**config.mk**
```make
export PLATFORM = sky130hd
export DESIGN_NAME = fu_issue_arbiter
export DESIGN_NICKNAME = d
export VERILOG_FILES = /design/src/rtl/fu_issue_arbiter.sv
export SDC_FILE = /design/constraint.sdc
export NUM_CORES = 1
export LEC_CHECK = 0
export ABC_AREA = 1
export CORE_MARGIN = 1.5
export CORE_UTILIZATION = 28
export CTS_CLUSTER_DIAMETER = 50
export CTS_CLUSTER_SIZE = 30
export DETAILED_ROUTE_END_ITERATION = 7
export MAX_ROUTING_LAYER = met4
export SLEW_MARGIN = 40
export SYNTH_ARGS = -nofsm -noshare
export SYNTH_HDL_FRONTEND = slang
export SYNTH_SLANG_ARGS = --single-unit
```
**constraint.sdc**
```tcl
create_clock -name clk -period 2.1 [get_ports clk]
set_clock_uncertainty 0.1 [all_clocks]
set_input_delay 0.315 -clock clk [delete_from_list [all_inputs] [get_ports clk]]
set_output_delay 0.315 -clock clk [all_outputs]
set_load 0.01 [all_outputs]
```
**src/rtl/fu_issue_arbiter.sv**
```systemverilog
// Round-robin issue arbiter sharing one functional unit between NUM_REQ issue queues.
// Issue strobe is combinational; the FU input-mux select is registered one cycle later.
module fu_issue_arbiter #(
   parameter int NUM_REQ    = 4,
   parameter int FU_LATENCY = 1,
   parameter int IDX_W      = $clog2(NUM_REQ)
) (
   input  logic               clk,
   input  logic               reset,
   input  logic [NUM_REQ-1:0] iq_ready,
   input  logic               fu_stall,
   input  logic               flush,
   output logic [NUM_REQ-1:0] iq_issue,
   output logic               sel_valid,
   output logic [IDX_W-1:0]   sel_idx,
   output logic               fu_busy
);

   localparam logic [3:0] BUSY_RELOAD = 4'(FU_LATENCY - 1);
   localparam logic [IDX_W-1:0] LAST_IDX = IDX_W'(NUM_REQ - 1);

   logic [IDX_W-1:0] ptr;
   logic [3:0]       busy_cnt;
   logic             en;
   logic             win_found;
   logic [IDX_W-1:0] win_idx;
   logic [IDX_W-1:0] cand;
   logic             grant;
   logic [IDX_W-1:0] ptr_next;

   assign en    = !reset && !flush && !fu_stall && (busy_cnt == 4'd0);
   assign grant = en && win_found;

   // Scan from the highest offset down so the lowest offset from ptr wins.
   always_comb begin
      win_found = 1'b0;
      win_idx   = '0;
      cand      = '0;
      for (int k = NUM_REQ - 1; k >= 0; k--) begin
         cand = IDX_W'((int'(ptr) + k) % NUM_REQ);
         if (iq_ready[cand]) begin
            win_found = 1'b1;
            win_idx   = cand;
         end
      end
   end

   always_comb begin
      iq_issue = '0;
      if (grant) begin
         iq_issue[win_idx] = 1'b1;
      end
   end

   assign ptr_next = (win_idx == LAST_IDX) ? '0 : win_idx + 1'b1;
   assign fu_busy  = (busy_cnt != 4'd0);

   // Grant edge: queue dequeues now, select appears on sel_valid/sel_idx next cycle.
   always_ff @(posedge clk or posedge reset) begin
      if (reset) begin
         ptr       <= '0;
         busy_cnt  <= 4'd0;
         sel_valid <= 1'b0;
         sel_idx   <= '0;
      end else if (flush) begin
         busy_cnt  <= 4'd0;
         sel_valid <= 1'b0;
      end else if (grant) begin
         ptr       <= ptr_next;
         busy_cnt  <= BUSY_RELOAD;
         sel_valid <= 1'b1;
         sel_idx   <= win_idx;
      end else begin
         sel_valid <= 1'b0;
         // A stalled FU keeps its occupancy frozen.
         if (!fu_stall && busy_cnt != 4'd0) begin
            busy_cnt <= busy_cnt - 4'd1;
         end
      end
   end

endmodule

```
==> results_dict.tcl <==
set metrics [dict create \
    final_layout_size_suffix_gt1_frac 0.590 \
    gp_congestion 0.819 \
    slew_headroom 0.850 \
    vdd_ir_drop_max_uv 1030 \
    finalSetupViolations 5 \
    violations "setup timing" \
    post_dp_cell_area_sq_um 1100 \
    grt_first_pass_wirelength_um 3280 \
    netlist_area_sq_um 756 \
    critPathLaunchType "flop" \
    cts_buffers 3 \
    routed_wl_um 2420 \
    cts_buffer_depth 2 \
    vias 908 \
    nets 180 \
    crit_type "flop to output port" \
    path_clk_slew_ns 0.06 \
    place_ws_ns -0.657 \
    crit_path_end_kind "output port" \
    antenna_cells 0 \
    cts_htree_levels 1 \
    rows 18 \
    ys_types 21 \
    syn-instance-count 111 \
    fin_crit_ns 2.43 \
    core_area_sq_um 2520 \
    final_util 0.586 \
    status "finished, violations left" \
    grt_util_met3 0.0161 \
    slew_violations 0 \
    cts_tree "built" \
    cts_root_buf "clkbuf_4" \
    syn_nets 124 \
    clock-sinks 9 \
    design.die.area_sq_um 3020 \
    drv_cap 0 \
    clock_latency_ns 0.26 \
    postCtsHoldBufs 0 \
    post_drt_wl_per_cell_um 12.4 \
    fmax_mhz 412 \
    track_usage 0.158 \
    rsz0062_at_grt "true" \
    drc 0 \
    worstMarginPinSlew_ns 0.225 \
    grt_pass1_vias 826 \
    power_w 0.00230 \
    use_met2 0.310 \
    grt_max_degree 10 \
    worstPathCellList "clkinv_4 -> nand2_4 -> nand2_4 -> nand2_4 -> nand2_2 -> inv_4 -> nand2_4 -> nand3_4 -> nand2_4 -> buf_6 -> ha_4 -> inv_2 -> nor2_2 -> buf_2" \
    drt_first_pass_iters 3 \
    cellPowerDensity_nw_per_um2 1550 \
    cp.arrival_ns 2.01 \
    cp_slowest_cell "dfrtp_2" \
    worst-path-max-fanout 8 \
    required_ns 1.68 \
    fill_cells 231 \
    gr-usage-met1 0.158 \
    die_height_um 55.0 \
    syn_avg_cell_area_sq_um 6.81 \
    crit_top_cell "nand2_4" \
    antenna_found_initial 0 \
    crit_path_max_incr_delay_ns 0.49 \
    tns_ns -1.42 \
    ys.warnings.count 0 \
    port_buffers 15 \
    floorplan.die.width_um 55.0 \
    syn_to_final_growth_pct 95.5 \
    reg2reg_depth 17 \
    finalCritPeriodShare 1.16 \
    grt_overflow_total 0 \
    hpwl_um 1390 \
    start_util 0.300 \
    ys_ff_latch 9 \
    drt_iter0_drc 8 \
    busiest_layer "met2" \
    finalHoldViolCount 0 \
    antenna_left 0 \
    io_pins 16 \
    vias_per_cell 4.63 \
    leakage_nw 0.776 \
    hold_path_class "input port to async pin" \
    finalInstanceArea_sq_um 1480 \
    setup_slack_ns -0.330 \
    yosysSeqAreaShare 0.298 \
]
==> layout by cell type (no fill, tap or decap), drive strengths merged <==
cell | Yosys | routed
nor3b | 1 | 1
inv | 19 | 18
dlymetal6s2s | 0 | 1
clkbuf | 0 | 4
nand2 | 49 | 49
nor3 | 2 | 2
ha | 5 | 5
dlygate4sd2 | 0 | 1
clkinv | 0 | 1
a21oi | 2 | 2
nand3 | 9 | 9
xor2 | 1 | 1
nand4 | 1 | 1
clkdlybuf4s50 | 0 | 9
dfrtp | 9 | 9
nor2 | 9 | 9
or2 | 1 | 1
buf | 1 | 41
o21ai | 2 | 2
==> logic make-up after synthesis <==
| family | Yosys count | synth area share |
|---|---|---|
| simple gates | 72 | 0.445 |
| buf+inv | 20 | 0.116 |
| flops | 9 | 0.298 |
| fa+ha+maj | 5 | 0.0828 |
| compound gates | 4 | 0.0464 |
| xor+xnor | 1 | 0.0116 |
==> cell type report <==
cell class | instances | area [sq um] | area share
well taps | 30 | 37.5 | 0.0254
flip-flops and latches | 9 | 226 | 0.153
inverters | 19 | 83.8 | 0.0567
clock buffers | 4 | 26.3 | 0.0178
repair buffers | 52 | 447 | 0.302
multi-input cells | 82 | 657 | 0.445
==> registers in the layout (all words and copies together) (netlist names) <==
signal	flops
sel_valid	1
busy_cnt	4
ptr	2
sel_idx	2
==> synth_stat cells (all sizes together) <==
cell   instances  area share
nand2         49        0.27
o21ai          2       0.033
dfrtp          9        0.30
inv           19        0.10
nand3          9       0.066
or2            1      0.0083
nor3b          1       0.017
nor2           9       0.045
a21oi          2       0.013
buf            1       0.015
xor2           1       0.012
nand4          1       0.017
ha             5       0.083
nor3           2       0.020
==> what timing repair did <==
action                                  CTS  global route
gates resized for setup                  47            45
endpoints found under the setup margin    4             6
pin swaps                                11            24
buffers inserted                         11             3
==> per-stage QoR <==
step / cells / hold WS, ns
after floorplan: 111 / 0.0509
after global placement: 178 / 0.371
after detailed placement: 178 / 0.390
after CTS: 193 / 0.256
after global routing: 196 / 0.281
final: 196 / 0.254
==> where the power goes <==
group	switching [W]	leakage (nW)	internal (W)	total, W
logic	0.000927	0.643	0.000963	0.00189
clock network	0.0000636	0.0150	0.0000734	0.000137
registers	0.0000572	0.118	0.000213	0.000270
total	0.00105	0.776	0.00125	0.00230
==> routing by layer <==
| layer | wire (um) | up-vias |
|---|---|---|
| met5 | 0 | - |
| met4 | 80 | 0 |
| met3 | 53 | 9 |
| met2 | 1400 | 16 |
| met1 | 887 | 436 |
| li1 | - | 447 |
==> path summary, 6_finish.rpt <==
kind	end	slack [ns]	start
worst max register to register	sel_idx[0]$_DFFE_PP0P_	-0.21	ptr[0]$_DFFE_PP0P_
worst min-delay path	busy_cnt[0]$_DFFE_PP0P_	0.25	reset
worst max-delay path	iq_issue[2]	-0.33	ptr[0]$_DFFE_PP0P_
worst min register to register	sel_idx[0]$_DFFE_PP0P_	0.39	sel_idx[0]$_DFFE_PP0P_
min in group clk	sel_idx[0]$_DFFE_PP0P_	0.39	sel_idx[0]$_DFFE_PP0P_
max in group asynchronous	ptr[0]$_DFFE_PP0P_	1.50	reset
==> worst max-delay path: cells and delay by family, from the launching register on <==
family / cells / cell delay [ns]
adder cells (fa/ha/maj): 1 / 0.15
buffers and inverters: 5 / 0.56
flip-flops: 1 / 0.49
AND/OR/NAND/NOR: 8 / 0.54
Note: power is estimated with default switching activity, not from simulation.
